[src/rtl/addsub_arbiter_if.sv]
// Request/response bundle for addsub_arbiter: per-requester valid/ready with packed
// operands on the request side, and a single tagged result stream on the response side.
interface addsub_arbiter_if #(
  parameter int bit_len = 8,
  parameter int NUM_REQ = 4,
  parameter int ID_W    = $clog2(NUM_REQ)
);
  logic [NUM_REQ-1:0]         req_valid;
  logic [NUM_REQ-1:0]         req_ready;
  logic [NUM_REQ*bit_len-1:0] req_a;
  logic [NUM_REQ*bit_len-1:0] req_b;
  logic [NUM_REQ-1:0]         req_sel;
  logic                       rsp_valid;
  logic                       rsp_ready;
  logic [bit_len-1:0]         rsp_sum;
  logic                       rsp_c_out;
  logic                       rsp_ovf;
  logic [ID_W-1:0]            rsp_id;
  logic [15:0]                ovf_count;

  modport slave (
    input  req_valid, req_a, req_b, req_sel, rsp_ready,
    output req_ready, rsp_valid, rsp_sum, rsp_c_out, rsp_ovf, rsp_id, ovf_count
  );

  modport master (
    output req_valid, req_a, req_b, req_sel, rsp_ready,
    input  req_ready, rsp_valid, rsp_sum, rsp_c_out, rsp_ovf, rsp_id, ovf_count
  );
endinterface

[src/rtl/addsub_arbiter.sv]
// Round-robin shared add/subtract unit with registered, id-tagged results.
// Define ADDSUB_SAT_EN to clamp overflowed results to the signed limits.
module addsub_arbiter #(
  parameter int bit_len = 8,
  parameter int NUM_REQ = 4,
  parameter int ID_W    = $clog2(NUM_REQ)
) (
  input  logic              clk,
  input  logic              rst_n,
  addsub_arbiter_if.slave   bus
);

  localparam int unsigned NREQ_U = NUM_REQ;

  typedef enum logic [1:0] {IDLE, EXEC, RESP} state_e;

  state_e             state_q, state_d;
  logic [ID_W-1:0]    rr_ptr_q, rr_ptr_d;
  logic [bit_len-1:0] a_q, a_d, b_q, b_d;
  logic               sel_q, sel_d;
  logic [ID_W-1:0]    id_q, id_d;
  logic               rsp_valid_q, rsp_valid_d;
  logic [bit_len-1:0] rsp_sum_q, rsp_sum_d;
  logic               rsp_c_q, rsp_c_d;
  logic               rsp_ovf_q, rsp_ovf_d;
  logic [ID_W-1:0]    rsp_id_q, rsp_id_d;
  logic [15:0]        ovf_count_q, ovf_count_d;

  logic [bit_len-1:0] a_arr [NUM_REQ];
  logic [bit_len-1:0] b_arr [NUM_REQ];
  logic [NUM_REQ-1:0] req_ready;
  logic [ID_W-1:0]    grant;
  logic               found;
  int unsigned        idx;

  logic [bit_len-1:0] b_eff;
  logic [bit_len:0]   sum_full;
  logic [bit_len-1:0] sum_low;
  logic               ovf;
  logic [bit_len-1:0] sum_out;

  always_comb begin
    for (int unsigned i = 0; i < NREQ_U; i++) begin
      a_arr[i] = bus.req_a[i*bit_len +: bit_len];
      b_arr[i] = bus.req_b[i*bit_len +: bit_len];
    end
  end

  // Search upward from rr_ptr, wrapping; the first valid requester wins.
  always_comb begin
    found = 1'b0;
    grant = '0;
    idx   = 0;
    for (int unsigned i = 0; i < NREQ_U; i++) begin
      idx = 32'(rr_ptr_q) + i;
      if (idx >= NREQ_U) idx = idx - NREQ_U;
      if (!found && bus.req_valid[idx]) begin
        found = 1'b1;
        grant = ID_W'(idx);
      end
    end
  end

  // Overflow = carry into msb XOR carry out of msb; the low sum yields the former.
  always_comb begin
    b_eff    = sel_q ? ~b_q : b_q;
    sum_full = {1'b0, a_q} + {1'b0, b_eff} + {{bit_len{1'b0}}, sel_q};
    sum_low  = {1'b0, a_q[bit_len-2:0]} + {1'b0, b_eff[bit_len-2:0]}
             + {{(bit_len-1){1'b0}}, sel_q};
    ovf      = sum_low[bit_len-1] ^ sum_full[bit_len];
`ifdef ADDSUB_SAT_EN
    if (ovf) sum_out = a_q[bit_len-1] ? {1'b1, {(bit_len-1){1'b0}}}
                                      : {1'b0, {(bit_len-1){1'b1}}};
    else     sum_out = sum_full[bit_len-1:0];
`else
    sum_out  = sum_full[bit_len-1:0];
`endif
  end

  always_comb begin
    state_d     = state_q;
    rr_ptr_d    = rr_ptr_q;
    a_d         = a_q;
    b_d         = b_q;
    sel_d       = sel_q;
    id_d        = id_q;
    rsp_valid_d = rsp_valid_q;
    rsp_sum_d   = rsp_sum_q;
    rsp_c_d     = rsp_c_q;
    rsp_ovf_d   = rsp_ovf_q;
    rsp_id_d    = rsp_id_q;
    ovf_count_d = ovf_count_q;
    req_ready   = '0;
    case (state_q)
      IDLE: begin
        if (found) begin
          req_ready[grant] = rst_n;
          state_d  = EXEC;
          a_d      = a_arr[grant];
          b_d      = b_arr[grant];
          sel_d    = bus.req_sel[grant];
          id_d     = grant;
          rr_ptr_d = (grant == ID_W'(NUM_REQ-1)) ? '0 : ID_W'(grant + 1'b1);
        end
      end
      EXEC: begin
        rsp_sum_d   = sum_out;
        rsp_c_d     = sum_full[bit_len];
        rsp_ovf_d   = ovf;
        rsp_id_d    = id_q;
        rsp_valid_d = 1'b1;
        if (ovf && ovf_count_q != '1) ovf_count_d = ovf_count_q + 16'd1;
        state_d     = RESP;
      end
      RESP: begin
        if (bus.rsp_ready) begin
          rsp_valid_d = 1'b0;
          state_d     = IDLE;
        end
      end
      default: state_d = IDLE;
    endcase
  end

  always_ff @(posedge clk or negedge rst_n) begin
    if (!rst_n) begin
      state_q     <= IDLE;
      rr_ptr_q    <= '0;
      a_q         <= '0;
      b_q         <= '0;
      sel_q       <= 1'b0;
      id_q        <= '0;
      rsp_valid_q <= 1'b0;
      rsp_sum_q   <= '0;
      rsp_c_q     <= 1'b0;
      rsp_ovf_q   <= 1'b0;
      rsp_id_q    <= '0;
      ovf_count_q <= '0;
    end else begin
      state_q     <= state_d;
      rr_ptr_q    <= rr_ptr_d;
      a_q         <= a_d;
      b_q         <= b_d;
      sel_q       <= sel_d;
      id_q        <= id_d;
      rsp_valid_q <= rsp_valid_d;
      rsp_sum_q   <= rsp_sum_d;
      rsp_c_q     <= rsp_c_d;
      rsp_ovf_q   <= rsp_ovf_d;
      rsp_id_q    <= rsp_id_d;
      ovf_count_q <= ovf_count_d;
    end
  end

  assign bus.req_ready = req_ready;
  assign bus.rsp_valid = rsp_valid_q;
  assign bus.rsp_sum   = rsp_sum_q;
  assign bus.rsp_c_out = rsp_c_q;
  assign bus.rsp_ovf   = rsp_ovf_q;
  assign bus.rsp_id    = rsp_id_q;
  assign bus.ovf_count = ovf_count_q;

endmodule

[src/flat_wrapper.sv]
// flat-port wrapper written by rule: the top's interface ports become plain ports
module addsub_arbiter_flat 
#(
  parameter int bit_len = 8,
  parameter int NUM_REQ = 4,
  parameter int ID_W    = $clog2(NUM_REQ)
)
  (clk, rst_n, bus_req_valid, bus_req_a, bus_req_b, bus_req_sel, bus_rsp_ready, bus_req_ready, bus_rsp_valid, bus_rsp_sum, bus_rsp_c_out, bus_rsp_ovf, bus_rsp_id, bus_ovf_count);
  addsub_arbiter_if #(.bit_len(bit_len), .NUM_REQ(NUM_REQ), .ID_W(ID_W)) bus_i ();
  input  logic clk;
  input  logic rst_n;
  input wire logic [$bits(bus_i.req_valid)-1:0] bus_req_valid;
  input wire logic [$bits(bus_i.req_a)-1:0] bus_req_a;
  input wire logic [$bits(bus_i.req_b)-1:0] bus_req_b;
  input wire logic [$bits(bus_i.req_sel)-1:0] bus_req_sel;
  input wire logic [$bits(bus_i.rsp_ready)-1:0] bus_rsp_ready;
  output wire logic [$bits(bus_i.req_ready)-1:0] bus_req_ready;
  output wire logic [$bits(bus_i.rsp_valid)-1:0] bus_rsp_valid;
  output wire logic [$bits(bus_i.rsp_sum)-1:0] bus_rsp_sum;
  output wire logic [$bits(bus_i.rsp_c_out)-1:0] bus_rsp_c_out;
  output wire logic [$bits(bus_i.rsp_ovf)-1:0] bus_rsp_ovf;
  output wire logic [$bits(bus_i.rsp_id)-1:0] bus_rsp_id;
  output wire logic [$bits(bus_i.ovf_count)-1:0] bus_ovf_count;
  assign bus_i.req_valid = bus_req_valid;
  assign bus_i.req_a = bus_req_a;
  assign bus_i.req_b = bus_req_b;
  assign bus_i.req_sel = bus_req_sel;
  assign bus_i.rsp_ready = bus_rsp_ready;
  assign bus_req_ready = bus_i.req_ready;
  assign bus_rsp_valid = bus_i.rsp_valid;
  assign bus_rsp_sum = bus_i.rsp_sum;
  assign bus_rsp_c_out = bus_i.rsp_c_out;
  assign bus_rsp_ovf = bus_i.rsp_ovf;
  assign bus_rsp_id = bus_i.rsp_id;
  assign bus_ovf_count = bus_i.ovf_count;
  addsub_arbiter #(.bit_len(bit_len), .NUM_REQ(NUM_REQ), .ID_W(ID_W)) u_core (.clk(clk), .rst_n(rst_n), .bus(bus_i));
endmodule
[config.mk]
export PLATFORM = sky130hd
export DESIGN_NAME = addsub_arbiter_flat
export DESIGN_NICKNAME = d
export VERILOG_FILES = /design/src/rtl/addsub_arbiter_if.sv /design/src/rtl/addsub_arbiter.sv /design/src/flat_wrapper.sv
export SDC_FILE = /design/constraint.sdc
export NUM_CORES = 1
export LEC_CHECK = 0
export CORE_MARGIN = 3
export CORE_UTILIZATION = 33
export CTS_CLUSTER_SIZE = 10
export DETAILED_ROUTE_END_ITERATION = 6
export MAX_ROUTING_LAYER = met4
export PLACE_DENSITY = 0.73
export SLEW_MARGIN = 20
export SYNTH_ARGS = -nofsm -noshare
export SYNTH_HDL_FRONTEND = slang
export SYNTH_SLANG_ARGS = --single-unit
[constraint.sdc]
create_clock -name clk -period 5.3 [get_ports clk]
set_input_delay 1.06 -clock clk [delete_from_list [all_inputs] [get_ports clk]]
set_output_delay 1.06 -clock clk [all_outputs]
set_load 0.02 [all_outputs]
==> results.tsv, run 1 <==
stage	metric	value	unit
worst_setup_path	slowest CP cell	clkdlybuf4s50_1	
final_layout	fillers	832	
placement	gpl congestion	0.827	
power_and_ir_drop	VDD IR max	0.000331	V
worst_setup_path	critical setup path kind	input port to output pin	
worst_setup_path	Critical path buffers and inverters	4	
worst_setup_path	critical-path maximum fanout	24	
worst_setup_path	worst r2r src	u_core.sel_q	
timing	final setup TNS	0	ns
global_routing	initial antenna violation count	0	
clocking	CTS root buffer	clkbuf_8	
worst_setup_path	worst setup path endpoint	bus_req_ready[1]	
worst_setup_path	worst-path cell chain	clkdlybuf4s50_1 > nor4_1 > or3_1 > buf_4 > inv_2 > nand2_1 > nor4_1 > clkdlybuf4s50_1	
routing	vias per cell	4.81	
routing	average routed wire per standard cell	13.4	um
worst_setup_path	crit path capture type	output pin	
global_routing	GRT Util Overall	14.0	%
yosys	post-synthesis async set-or-reset flop share	100	%
yosys	Syn Nets	396	
worst_setup_path	Crit. Startpoint	bus_req_valid[3]	
timing	Final setup viols	0	
timing	Fmax	224	MHz
global_routing	gr ovfl total	0	
yosys	Yosys cell types	51	
worst_setup_path	delay-heaviest family, CP	buffers and inverters	
yosys	Yosys reg bits	52	
timing	RSZ-0062 raised after global routing	no	
yosys	count leader, synth	nand2_1	
timing	Max Clock Skew	0.00683	ns
clocking	Worst-path clk slew	0.09	ns
timing	Period minus WS final	4.46	ns
floorplanning	Core Area	8980	um2
yosys	Post-synth top cells	55 x nand2_1, 52 x dfrtp_1, 34 x mux2i_1	
clocking	number of H-tree levels	2	
routing	Antenna Nets Post-Route	0	
placement	setup slack at placement	0.904	ns
yosys	register area share after synthesis	41.4	%
power_and_ir_drop	leakage power	1.98	nW
worst_setup_path	Worst EP required	4.24	ns
status	outcome	complete, no violations	
yosys	Synth area leaders	dfrtp_1 41%, mux2i_1 11%, nand2_1 6.6%, xor2_1 6.1%, o221ai_1 5.0%	
clocking	CTS tree	done	
yosys	Syn Area/Cell	10.1	um2
floorplanning	Total Die Area	10700	um2
floorplanning	starting density of the core	35.0	%
power_and_ir_drop	PwrDens	576	nW/um2
floorplanning	io pins	108	
timing	endpoints failing hold	0	
routing	vias	2602	
floorplanning	die height	104	um
floorplanning	Die Wd	104	um
routing	Post-Route WL	7280	um
routing	Remaining DRCs	0	
timing	slack of the critical path	0.844	ns
worst_setup_path	worst r2r dst	u_core.bus.ovf_count[1]	
yosys	Synth Flop Type	dfrtp_1	
timing	Slew HR	43.4	%
placement	IO Port Bufs	107	
global_routing	largest net degree at the start of global routing	53	
clocking	CTS buffer count	5	
worst_setup_path	crit path launch type	input port	
clocking	Post-CTS Resized	0	
worst_setup_path	register-to-register setup slack	1.95	ns
timing	Slew @ Worst Pin	0.849	ns
job	max cap viols	0	
final_layout	area delta synth->final	40.9	%
yosys	EDFF count, synth	0	
clocking	Post-CTS Hold Buffers	0	
clocking	Post-CTS Setup Inserts	0	
yosys	Post-Syn Area	3140	um2
timing	fin crit share	84.1	%
yosys	synth warn	0	
worst_setup_path	critical path arrival	3.40	ns
final_layout	nets	500	
yosys	Yosys top cell by area	dfrtp_1	
placement	Post-DP HPWL	5810	um
worst_setup_path	critical path depth	8	
yosys	Synth top area share	41.4	%
final_layout	ANT cells	0	
routing	Detailed Route Iter0 Violations	131	
clocking	worst skew pair latency	0.30	ns
worst_hold_path	HP Class	flip-flop to flip-flop	
yosys	Post-Synthesis Cells	310	
clocking	Clock Sinks	52	
worst_setup_path	Critical Path Max Stage Delay	0.68	ns
clocking	CTS Buffer Depth	2	
worst_setup_path	Worst Reg-to-Reg Cells	9	
routing	first drt pass iteration count	4	
floorplanning	row count	34	
global_routing	number of global-route vias before repair	2621	
timing	final slew viol count	0	
global_routing	first-pass GRT wire length	12500	um
final_layout	layout cell share with drive strength beyond 1	7.47	%
[metrics by stage]
stage | power, mW | std cells | cell area, um2 | utilization (%) | hold WS, ns
global route | 2.81 | 541 | 4430 | 49.3 | 0.522
detailed placement | 2.35 | 533 | 4330 | 48.3 | 0.468
finish | 2.55 | 541 | 4430 | 49.3 | 0.477
global placement | 2.31 | 533 | 4330 | 48.3 | 0.462
CTS | 2.59 | 541 | 4420 | 49.3 | 0.491
floorplan | 1.95 | 310 | 3140 | - | 0.439
[metal layers]
layer,track usage [%],share of wire [%],up-vias
li1,-,-,1312
met1,19.6,46,1190
met2,22.0,47,98
met3,2.86,7.1,2
met4,1.33,0.16,0
met5,-,0,-
[cells by family after synthesis]
logic type,after synthesis,share of synthesized area (%)
simple gates,108,17.3
mux,37,12.4
buf+inv,24,3.50
fa+ha+maj,11,4.62
xor+xnor,28,8.28
compound gates,50,12.5
flops,52,41.4
[cell type report]
cell class | count | area, um2 | share of cell area [%]
sequential | 52 | 1300 | 29.4
timing repair buffer | 110 | 1090 | 24.6
clock buffer | 8 | 90.1 | 2.03
multi-input combinational | 234 | 1750 | 39.5
tap | 126 | 158 | 3.56
inverter | 11 | 41.3 | 0.932
[state kept, by name, indices dropped and copies added (netlist names), 2 cells and up]
register	flops
u_core.bus.rsp_id	2
u_core.bus.ovf_count	16
u_core.id_q	2
u_core.a_q	8
u_core.rr_ptr_q	2
u_core.b_q	8
u_core.state_q	2
u_core.bus.rsp_sum	8
[worst reg2reg max path: cells and delay by family (launching register included)]
| kind | cells | cell delay (ns) |
|---|---|---|
| flops | 1 | 0.63 |
| fa+ha+maj | 1 | 0.43 |
| xor+xnor | 2 | 0.93 |
| simple gates | 2 | 0.43 |
| compound gates | 2 | 0.46 |
| buf+inv | 1 | 0.08 |
| mux | 1 | 0.29 |
[placed cells by master (no fill, tap or decap), drive strengths merged, types with 4 or more instances in the layout]
cell	netlist	routed
a21oi	4	4
buf	6	4
clkbuf	7	8
clkdlybuf4s50	0	106
dfrtp	52	52
ha	10	10
inv	11	11
mux2i	35	35
nand2	55	55
nand3	7	7
nor2	13	13
nor3	7	7
nor4	5	5
o21ai	13	13
o221ai	18	18
xnor2	5	5
xor2	23	23
[where the power goes]
part | switching [mW] | leakage (nW) | total [mW] | internal, mW
clock | 0.127 | 0.0455 | 0.234 | 0.107
combinational | 0.921 | 1.28 | 1.62 | 0.697
sequential | 0.142 | 0.660 | 0.697 | 0.555
[how the worst min path moves through the flow]
stage	start	endpoint	slack [ns]	depth (start not counted)
6_report	u_core.id_q[0]	u_core.bus.rsp_id[0]	0.48	2
5_1_grt	u_core.bus.rsp_sum[0]	u_core.bus.rsp_sum[0]	0.52	2
3_3_place_gp	u_core.bus.rsp_sum[3]	u_core.bus.rsp_sum[3]	0.46	2
2_1_floorplan	u_core.id_q[0]	u_core.bus.rsp_id[0]	0.44	2
3_5_place_dp	u_core.id_q[0]	u_core.id_q[0]	0.47	2
4_1_cts	u_core.bus.rsp_sum[3]	u_core.bus.rsp_sum[3]	0.49	2
No activity file was read; power rests on OpenSTA's default activity.
==> run 2: changes to the inputs <==
Clock period 5.3 ns to 4.7 ns, I/O delays scaled along.
==> run 2 against run 1 <==
  * Die area unchanged
  * Sequential power increased by 13%
  * Non-clock buffer count unchanged
  * Core utilization stayed put
  * Critical path type unchanged
  * Critical endpoint is now bus_req_ready[3]
  * Largest cell class unchanged
  * Largest power group unchanged
  * Highest routed layer unchanged
==> results.tsv, run 2 (synthesized netlist as in run 1, its figures left out) <==
stage	metric	value	unit	change
worst_setup_path	worst r2r src	u_core.sel_q		
routing	Antenna Nets Post-Route	0		unchanged
worst_setup_path	crit path launch type	input port		
timing	fin crit share	87.5	%	
power_and_ir_drop	Clock Power Share	9.0	%	-0.2 points
floorplanning	Die Wd	104	um	unchanged
timing	Period minus WS final	4.11	ns	
worst_setup_path	slowest CP cell	clkdlybuf4s50_1		
clocking	Clock Sinks	52		unchanged
worst_setup_path	critical-path maximum fanout	6		-75%
clocking	CTS Buffer Depth	2		unchanged
routing	vias	2571		-1.2%
worst_hold_path	Hold EP	u_core.bus.rsp_id[1]		
power_and_ir_drop	leakage power	1.98	nW	unchanged
floorplanning	starting density of the core	35.0	%	unchanged
job	max cap viols	0		unchanged
worst_setup_path	Worst Reg-to-Reg Cells	9		unchanged
timing	final slew viol count	0		unchanged
worst_hold_path	Worst Min Path Start	u_core.id_q[1]		
clocking	CTS tree	done		
worst_setup_path	Worst EP required	3.76	ns	-0.48 ns
worst_hold_path	hold path cells	2		unchanged
worst_setup_path	worst-path cell chain	clkdlybuf4s50_1 > a21o_1 > a21boi_0 > o22ai_4 > inv_1 > ha_1 > and3_1 > clkdlybuf4s50_1		
clocking	worst skew pair latency	0.30	ns	about the same
power_and_ir_drop	PwrDens	650	nW/um2	+13%
placement	IO Port Bufs	107		unchanged
power_and_ir_drop	Comb power frac	63.7	%	+0.2 points
timing	endpoints failing hold	0		unchanged
worst_setup_path	CP dominant cell by count	clkdlybuf4s50_1		
power_and_ir_drop	switching share of power	46.7	%	+0.048 points
clocking	CTS root buffer	clkbuf_8		
final_layout	nets	500		unchanged
timing	Slew HR	43.7	%	+0.31 points
worst_setup_path	crit path capture type	output pin		
global_routing	GRT Util Overall	14.4	%	+0.37 points
routing	average routed wire per standard cell	13.7	um	+2.2%
routing	first drt pass iteration count	4		unchanged
final_layout	layout cell share with drive strength beyond 1	7.47	%	unchanged
timing	Slew @ Worst Pin	0.844	ns	-0.00468 ns
worst_setup_path	worst r2r dst	u_core.bus.ovf_count[1]		
placement	Post-DP HPWL	5920	um	+1.8%
timing	Max Clock Skew	0.00305	ns	-0.00378 ns
power_and_ir_drop	VDD IR max	0.000322	V	-2.7%
clocking	Post-CTS Resized	0		unchanged
routing	vias per cell	4.75		-1.2%
timing	final setup TNS	0	ns	unchanged
timing	Fmax	243	MHz	
power_and_ir_drop	P_sw	1.34	mW	+13%
floorplanning	io pins	108		unchanged
timing	Final setup viols	0		unchanged
clocking	Post-CTS Hold Buffers	0		unchanged
worst_setup_path	critical path arrival	3.17	ns	-0.23 ns
clocking	CTS buffer count	5		unchanged
final_layout	most frequent cells in the layout	106 x clkdlybuf4s50_1, 55 x nand2_1, 52 x dfrtp_1, 34 x mux2i_1, 22 x xor2_1		
status	outcome	complete, no violations		
power_and_ir_drop	Seq pwr share	27.3	%	about the same
power_and_ir_drop	internal power	1.53	mW	+13%
final_layout	fillers	843		+1.3%
routing	Remaining DRCs	0		unchanged
global_routing	initial antenna violation count	0		unchanged
clocking	Worst-path clk slew	0.09	ns	about the same
routing	Detailed Route Iter0 Violations	85		-35%
final_layout	max reg flops	16		unchanged
worst_setup_path	critical setup path kind	input port to output pin		
timing	hold slack	0.481	ns	+0.00377 ns
global_routing	number of global-route vias before repair	2626		+0.19%
global_routing	first-pass GRT wire length	12700	um	+0.99%
floorplanning	die height	104	um	unchanged
worst_hold_path	HP Class	flip-flop to flip-flop		
global_routing	gr ovfl total	0		unchanged
floorplanning	Total Die Area	10700	um2	unchanged
timing	RSZ-0062 raised after global routing	no		
floorplanning	Core Area	8980	um2	unchanged
worst_setup_path	register-to-register setup slack	1.33	ns	-0.62 ns
clocking	number of H-tree levels	2		unchanged
routing	Post-Route WL	7440	um	+2.2%
final_layout	area delta synth->final	40.9	%	unchanged
final_layout	commonest non-fill, non-tap cell in the layout	clkdlybuf4s50_1		
final_layout	ANT cells	0		unchanged
worst_setup_path	Critical Path Max Stage Delay	0.60	ns	-0.08 ns
floorplanning	row count	34		unchanged
global_routing	largest net degree at the start of global routing	53		unchanged
placement	gpl congestion	0.835		+0.92%
clocking	Post-CTS Setup Inserts	0		unchanged
-- run 2: cell counts in the layout (fill, tap and decap cells not counted) --
No cell type changed its count.
-- run 2: power by group through the flow --
stage          Combinational, mW  Clock [mW]  Sequential, mW
6_report                    1.83       0.260           0.785
5_1_grt                     2.06       0.289           0.812
4_1_cts                     1.86       0.268           0.789
3_5_place_dp                1.85           0           0.797
3_3_place_gp                1.81           0           0.790
2_1_floorplan               1.37           0           0.827
-- run 2: layer usage --
| layer | up-vias | wire length (um) | GRT usage [%] |
|---|---|---|---|
| met5 | - | 0 | - |
| met2 | 76 | 3480 | 22.8 |
| met3 | 5 | 342 | 2.86 |
| li1 | 1312 | - | - |
| met4 | 0 | 36 | 2.28 |
| met1 | 1178 | 3580 | 19.7 |
-- run 2: how the worst max path moves through the flow --
stage	start	slack, ns	cells past startpoint	end
3_3_place_gp	bus_req_valid[1]	0.66	8	bus_req_ready[3]
6_report	bus_req_valid[1]	0.59	8	bus_req_ready[3]
3_5_place_dp	bus_req_valid[1]	0.59	8	bus_req_ready[3]
4_1_cts	bus_req_valid[1]	0.58	8	bus_req_ready[3]
5_1_grt	bus_req_valid[1]	0.44	8	bus_req_ready[3]
2_1_floorplan	bus_req_valid[0]	1.24	8	bus_req_ready[1]
-- run 2: final cells by class --
type | count | area [um2] | share of cell area (%)
clock buffers | 8 | 90.1 | 2.03
flip-flops and latches | 52 | 1300 | 29.4
inverters | 11 | 41.3 | 0.932
repair buffers | 110 | 1090 | 24.6
well taps | 126 | 158 | 3.56
multi-input cells | 234 | 1750 | 39.5
-- run 2: through the flow --
step	total power, mW	area [um2]	setup WS [ns]	instances	util (%)
floorplan	2.20	3140	1.24	310	-
detailed placement	2.65	4340	0.593	533	48.3
global route	3.16	4430	0.437	541	49.3
finish	2.88	4430	0.589	541	49.3
global placement	2.60	4330	0.661	533	48.3
CTS	2.92	4430	0.580	541	49.3
-- run 2: critical path: cells and delay by family --
family,cells,cell delay [ns]
AO/OA/AOI/OAI,3,0.67
adder cells (fa/ha/maj),1,0.17
buffers and inverters,3,1.22
AND/OR/NAND/NOR,1,0.16
